## src/rtl/uart_tx_fifo.sv

```systemverilog
// uart_tx_fifo: byte FIFO between the CSR transmit write strobe and the UART
// transmitter. It drains one byte at a time through tx_wr/tx_wdata, paced by
// tx_tbr_valid. After each load pulse, tx_tbr_valid is ignored for HOLD_CYCLES
// cycles so the transmitter has time to raise its busy flag.
// Optional feature: define UART_TX_FIFO_FLUSH_EN to add the synchronous flush port.
module uart_tx_fifo #(
    parameter int DEPTH_LOG2  = 4,
    parameter int HOLD_CYCLES = 2
) (
    input  logic                  clk,
    input  logic                  rst,
    input  logic                  wr_en,
    input  logic [7:0]            wr_data,
    input  logic                  clr_ovrflw,
    output logic                  full,
    output logic                  empty,
    output logic [DEPTH_LOG2:0]   level,
    output logic                  overflow,
    input  logic                  tx_tbr_valid,
    output logic                  tx_wr,
    output logic [7:0]            tx_wdata
`ifdef UART_TX_FIFO_FLUSH_EN
    ,
    input  logic                  flush
`endif
);

    localparam int                  DEPTH      = 1 << DEPTH_LOG2;
    localparam logic [DEPTH_LOG2:0] LVL_ZERO   = (DEPTH_LOG2+1)'(0);
    localparam logic [DEPTH_LOG2:0] LVL_ONE    = (DEPTH_LOG2+1)'(1);
    localparam logic [DEPTH_LOG2:0] LVL_FULL   = (DEPTH_LOG2+1)'(DEPTH);
    localparam logic [DEPTH_LOG2-1:0] PTR_ZERO = DEPTH_LOG2'(0);
    localparam logic [DEPTH_LOG2-1:0] PTR_ONE  = DEPTH_LOG2'(1);
    localparam logic [3:0]          HOLD_LOAD  = 4'(HOLD_CYCLES - 1);

    typedef enum logic [1:0] {
        ST_IDLE  = 2'd0,
        ST_ISSUE = 2'd1,
        ST_HOLD  = 2'd2
    } state_t;

    state_t                state_r;
    logic [7:0]            mem_r [DEPTH];
    logic [DEPTH_LOG2-1:0] wr_ptr_r;
    logic [DEPTH_LOG2-1:0] rd_ptr_r;
    logic [3:0]            hold_cnt_r;
    logic [DEPTH_LOG2:0]   level_next_s;
    logic                  flush_s;
    logic                  push_s;
    logic                  drop_s;
    logic                  pop_s;

`ifdef UART_TX_FIFO_FLUSH_EN
    assign flush_s = flush;
`else
    assign flush_s = 1'b0;
`endif

    // Push/pop qualification and next occupancy. A flush cancels both sides.
    always_comb begin
        push_s       = wr_en && !full && !flush_s;
        drop_s       = wr_en && full;
        pop_s        = (state_r == ST_IDLE) && !empty && !tx_tbr_valid && !flush_s;
        level_next_s = level;
        case ({push_s, pop_s})
            2'b10:   level_next_s = level + LVL_ONE;
            2'b01:   level_next_s = level - LVL_ONE;
            default: level_next_s = level;
        endcase
    end

    // Byte storage. The contents are don't-care until written, so it has no reset.
    always_ff @(posedge clk) begin
        if (push_s) begin
            mem_r[wr_ptr_r] <= wr_data;
        end
    end

    // Sticky overflow: a dropped push wins over a same-cycle clear.
    always_ff @(posedge clk) begin
        if (rst) begin
            overflow <= 1'b0;
        end else if (drop_s) begin
            overflow <= 1'b1;
        end else if (clr_ovrflw) begin
            overflow <= 1'b0;
        end
    end

    // Pointers, registered status flags and the drain FSM with its load pulse.
    always_ff @(posedge clk) begin
        if (rst || flush_s) begin
            wr_ptr_r   <= PTR_ZERO;
            rd_ptr_r   <= PTR_ZERO;
            level      <= LVL_ZERO;
            empty      <= 1'b1;
            full       <= 1'b0;
            state_r    <= ST_IDLE;
            tx_wr      <= 1'b0;
            hold_cnt_r <= 4'd0;
            if (rst) begin
                tx_wdata <= 8'h00;
            end
        end else begin
            if (push_s) begin
                wr_ptr_r <= wr_ptr_r + PTR_ONE;
            end
            level <= level_next_s;
            empty <= (level_next_s == LVL_ZERO);
            full  <= (level_next_s == LVL_FULL);
            case (state_r)
                ST_IDLE: begin
                    if (pop_s) begin
                        tx_wr    <= 1'b1;
                        tx_wdata <= mem_r[rd_ptr_r];
                        rd_ptr_r <= rd_ptr_r + PTR_ONE;
                        state_r  <= ST_ISSUE;
                    end else begin
                        tx_wr <= 1'b0;
                    end
                end
                ST_ISSUE: begin
                    tx_wr      <= 1'b0;
                    hold_cnt_r <= HOLD_LOAD;
                    state_r    <= ST_HOLD;
                end
                ST_HOLD: begin
                    tx_wr <= 1'b0;
                    if (hold_cnt_r == 4'd0) begin
                        state_r <= ST_IDLE;
                    end else begin
                        hold_cnt_r <= hold_cnt_r - 4'd1;
                    end
                end
                default: begin
                    tx_wr   <= 1'b0;
                    state_r <= ST_IDLE;
                end
            endcase
        end
    end

endmodule
```

## config.mk

```make
export PLATFORM = sky130hd
export DESIGN_NAME = uart_tx_fifo
export DESIGN_NICKNAME = d
export VERILOG_FILES = /design/src/rtl/uart_tx_fifo.sv
export SDC_FILE = /design/constraint.sdc
export NUM_CORES = 1
export LEC_CHECK = 0
export CAP_MARGIN = 10
export CORE_MARGIN = 4
export CORE_UTILIZATION = 30
export CTS_CLUSTER_SIZE = 24
export DETAILED_ROUTE_END_ITERATION = 10
export PLACE_DENSITY = 0.44
export SKIP_LAST_GASP = 1
export SLEW_MARGIN = 30
export SYNTH_ARGS = -nofsm -noshare
export SYNTH_HDL_FRONTEND = slang
export SYNTH_SLANG_ARGS = --single-unit
export TNS_END_PERCENT = 30
```

## constraint.sdc

```tcl
create_clock -name clk -period 3.46 [get_ports clk]
set_input_delay 0.346 -clock clk [delete_from_list [all_inputs] [get_ports clk]]
set_output_delay 0.346 -clock clk [all_outputs]
set_load 0.005 [all_outputs]
```

==> reports/summary.md <==
The number of setup buffers added after CTS is 0. For the worst flop-to-flop path, the logic depth is 11. The floorplan die height is 153 µm, and the detailed placer's ending HPWL is 8970 µm. The tools report the leakage power total as 2.48 nW. The cell area that synthesis handed to floorplanning was 0.00634 mm². The clock passes through at most 2 buffers. The detailed router placed 3383 vias in this run.

Total number of nets in the final design: 455. The via count of the first global-routing pass came out at 3506. The run gives 0 as the number of hold-slack violations in the final timing report. The biggest area contributor in the post-synthesis netlist is sky130_fd_sc_hd__edfxtp_1. During I/O placement, the number of pins put on the boundary was 30. The number of sinks driven by the clock tree is 159, and the number of vias per cell is 4.72.

The fraction of synthesized cell area taken by the top area cell type came out at 60.7%. Delay of the slowest cell on the worst path: 0.70 ns. For hold timing, the worst endpoint is overflow.

Buffers placed on the I/O ports in this run total 29. The run gives 0 as the leftover overflow at the end of global routing. Dividing total power by cell area gives a power density of 647 mW/mm². At the pin with the least slew margin, the transition time is 0.807 ns. The xor/xnor cell area share of the yosys netlist is 1.64%, and the count of max-cap constraint violations is 0.

For the final routed database, the setup TNS stands at 0 ns. The tools report the number of fillers in the final layout as 1947. The run gives 36 as the pin count of the biggest net entering global routing.

After synthesis, the netlist uses 43 different library cells. After synthesis, the share of cell area in mux cells is 11.7%. The die footprint came out at 0.0235 mm².

The portion of the clock cycle consumed by the worst path in the final layout is 81.7%, and the die width is 153 µm. The timing-limited maximum frequency was 354 MHz. Sequential cells were found to cover 70.4% of the synthesized design area. In this run the worst hold path is classified as reg -> reg. The worst slew margin relative to its limit was 46.0%.

The worst hold path passes through 2 cells. For this configuration, the core starts out at a cell density of 30.9%. The signal on the critical path passes through or4_4 > clkinv_4 > nand2_4 > xnor2_1 > ha_1 > nor2_1 > mux2_2 > a32oi_1 > o21ai_0 > a21oi_2 > o2111a_1. In this run the critical register-to-register path is captured at full.

The average size of a mapped cell is 16.2 µm², and the total buffers and inverters traversed by the critical path is 1. Clock-pin slew on the worst setup and hold paths: 0.06 ns. The endpoint kind of the worst setup timing path is a register. The count of nets left with antenna violations once routing finished came out at 0. Setup slack on the worst flop-to-flop path: 0.63 ns. The tools report the routability congestion estimate as 0.734. Arrival time of data at the critical path endpoint: 3.20 ns.

The first detailed-routing pass took 4 iterations. For this block, the initial DRC count from the detailed router was 346. Setup repair after global routing left no endpoint under its margin.

The worst path in the final design needs a cycle of 2.83 ns, including I/O delays and setup. By startpoint and endpoint, the worst setup path is classified as reg -> reg. Synthesis handed over a netlist of 390 instances.

On the critical path the largest part of the delay comes from simple AND/OR/NAND/NOR gates. The synthesized-area fraction occupied by ao, oa, aoi and oai cells was 6.34%; the share of cells above drive strength 1 was 20.0%. Of all nets on the critical path, the largest fanout is 21. Clock latency on the worst-skew pair, taken at its later pin, is 0.43 ns. The worst flop-to-flop path startpoint is state_r[1]. The count of antenna diodes in the layout came out at 0. The largest family of logic cells by synthesized area was multiplexers. Dividing the detail-routed wire length by the instance count gives 19.7 µm. The total power of the final layout was 0.00493 W; the synthesis-stage register bit count was 159. The first global-routing pass estimated 21600 µm of wire. CTS built an H-tree with a depth of 4. After clock tree synthesis, the flow added hold-fix buffers numbering 0.

Global routing consumed, over all layers together, 12.5% of the routing resources. Gates resized during post-CTS repair numbered 0. Summed over all layers, the routed wires come to 14100 µm. The number of antenna violations at the first check in global routing was 0; the number of max-slew violations in the final report was 0. For this run, design rule violations remaining after detail routing come to 0.

The peak supply drop is 333 µV, and the share of synthesized cell area in and, or, nand and nor gates is 6.10%. The run finished with clean final reports. Ranked by total cell area, the synthesized netlist is headed by sky130_fd_sc_hd__edfxtp_1 (61%), sky130_fd_sc_hd__mux4_2 (11%), sky130_fd_sc_hd__dfxtp_1 (9.8%). Number of warning messages in the yosys log: 0. Setup violations remaining at the end of the flow were counted as 0.

The signed area change from the synthesized netlist to the final layout is 20.3%, and the total number of placement rows is 52. The total CTS buffers was 17. The total area inside the core boundary comes to 0.0205 mm². For the final database, setup skew stands at 0.0150 ns. The largest individual stage delay along the critical path comes from the cell sky130_fd_sc_hd__or4_4.

STA classifies the critical path startpoint as a register. The run gives 411 as the post-synthesis net count. The run gives 3.83 ns as the required time of the critical path.

TritonCTS built the clock tree. The worst hold path begins at overflow. The tools report the buffer cell driving the clock tree root as sky130_fd_sc_hd__clkbuf_16.

After Yosys synthesis, full adders, half adders and majority gates account for 1.58% of the synthesized area.
## registers in the layout, summed over array words and instances, names as in the netlist
register	count
rd_ptr_r	4
state_r	2
hold_cnt_r	4
level	5
overflow	1
empty	1
mem_r	128
wr_ptr_r	4
tx_wr	1
full	1
tx_wdata	8
## how the worst max path moves through the flow
stage / startpoint / endpoint / slack, ns / cells after the start
6_report: state_r[1] / full / 0.63 / 11
5_1_grt: state_r[1] / full / 0.39 / 11
4_1_cts: state_r[1] / full / 0.63 / 11
3_5_place_dp: tx_tbr_valid / full / 0.37 / 12
3_3_place_gp: tx_tbr_valid / full / 0.45 / 12
2_1_floorplan: state_r[1] / full / 1.03 / 11
## worst min-delay path: stages, from the launching register on
cell,delay [ns]
sky130_fd_sc_hd__dfxtp_1,0.31
sky130_fd_sc_hd__nand2b_1,0.06
sky130_fd_sc_hd__a21oi_1,0.05
## per-layer routing
| layer | part of all wire, % | routed length [µm] | vias to the layer above | GRT usage (%) |
|---|---|---|---|---|
| met1 | 49 | 6840 | 1724 | 17.6 |
| met4 | 0.99 | 140 | 0 | 3.66 |
| met3 | 3.0 | 425 | 10 | 3.56 |
| li1 | - | - | 1599 | - |
| met5 | 0 | 0 | - | 0 |
| met2 | 47 | 6690 | 50 | 19.0 |
## cells by family after synthesis
kind of cell / after synthesis
AO/OA/AOI/OAI: 60
XOR/XNOR: 11
adder cells (fa/ha/maj): 8
buffers and inverters: 34
flip-flops: 159
multiplexers: 34
AND/OR/NAND/NOR: 84
## synthesized netlist by cell type
master	instances
sky130_fd_sc_hd__xor2_1	6
sky130_fd_sc_hd__mux4_2	32
sky130_fd_sc_hd__a22oi_1	16
sky130_fd_sc_hd__a21oi_1	25
sky130_fd_sc_hd__nand4_1	3
sky130_fd_sc_hd__nor2_1	41
sky130_fd_sc_hd__a211oi_2	1
sky130_fd_sc_hd__nor2b_1	5
sky130_fd_sc_hd__and2_1	1
sky130_fd_sc_hd__o211ai_1	3
sky130_fd_sc_hd__o41ai_2	1
sky130_fd_sc_hd__o2111ai_1	1
sky130_fd_sc_hd__mux2_2	1
sky130_fd_sc_hd__and3_1	1
sky130_fd_sc_hd__o21ai_0	4
sky130_fd_sc_hd__nand4b_1	1
sky130_fd_sc_hd__nand2_1	15
sky130_fd_sc_hd__a21boi_1	1
sky130_fd_sc_hd__nor4_1	1
sky130_fd_sc_hd__o22ai_1	1
sky130_fd_sc_hd__o221a_2	1
sky130_fd_sc_hd__xnor2_1	4
sky130_fd_sc_hd__ha_1	8
sky130_fd_sc_hd__nor3_1	9
sky130_fd_sc_hd__buf_1	5
sky130_fd_sc_hd__inv_1	10
sky130_fd_sc_hd__nand2b_1	4
sky130_fd_sc_hd__clkinv_4	1
sky130_fd_sc_hd__edfxtp_1	128
sky130_fd_sc_hd__a32oi_1	1
sky130_fd_sc_hd__or3_1	1
sky130_fd_sc_hd__a31oi_1	1
sky130_fd_sc_hd__a21oi_2	1
sky130_fd_sc_hd__mux2i_1	1
sky130_fd_sc_hd__buf_2	5
sky130_fd_sc_hd__xnor2_2	1
sky130_fd_sc_hd__o2111a_1	1
sky130_fd_sc_hd__or4_4	1
sky130_fd_sc_hd__o311ai_0	1
sky130_fd_sc_hd__o21a_1	1
sky130_fd_sc_hd__clkbuf_1	13
sky130_fd_sc_hd__nand2_4	1
sky130_fd_sc_hd__dfxtp_1	31
## layout make-up
type / count / area [µm²] / area share (%)
multi-input cells: 197 / 1730 / 22.8
well taps: 270 / 338 / 4.43
clock buffers: 19 / 433 / 5.68
flip-flops and latches: 159 / 4470 / 58.6
inverters: 11 / 46.3 / 0.607
clock inverters: 12 / 160 / 2.10
repair buffers: 48 / 445 / 5.84
## layout by cell type, fill, tap and decap left out, drive strengths merged, types with 2 or more instances in the layout
| cell type | instances |
|---|---|
| edfxtp | 128 |
| nor2 | 41 |
| mux4 | 32 |
| dfxtp | 31 |
| clkdlybuf4s50 | 29 |
| a21oi | 26 |
| buf | 19 |
| clkbuf | 19 |
| a22oi | 16 |
| nand2 | 16 |
| inv | 13 |
| nor3 | 9 |
| ha | 8 |
| xor2 | 6 |
| nor2b | 5 |
| xnor2 | 5 |
| clkinv | 5 |
| nand2b | 4 |
| o21ai | 4 |
| o211ai | 3 |
| nand4 | 3 |
| bufinv | 3 |
| clkinvlp | 2 |
## per-stage QoR
| step | hold WS [ns] | utilization (%) | instances | setup WS [ns] | instance area (µm²) |
|---|---|---|---|---|---|
| after floorplan | 0.425 | - | 390 | 1.03 | 6340 |
| after global placement | 0.463 | 34.3 | 685 | 0.446 | 7030 |
| after detailed placement | 0.475 | 34.3 | 685 | 0.369 | 7030 |
| after CTS | 0.484 | 37.2 | 716 | 0.630 | 7620 |
| after global routing | 0.519 | 37.2 | 716 | 0.395 | 7620 |
| final | 0.472 | 37.2 | 716 | 0.633 | 7620 |
## power breakdown
part	internal [W]	total [W]	switching (W)	leakage, nW
combinational	0.000397	0.000817	0.000420	0.788
sequential	0.00215	0.00222	0.0000737	1.41
clock	0.00114	0.00190	0.000760	0.283
(Power assumes the default switching activity.)
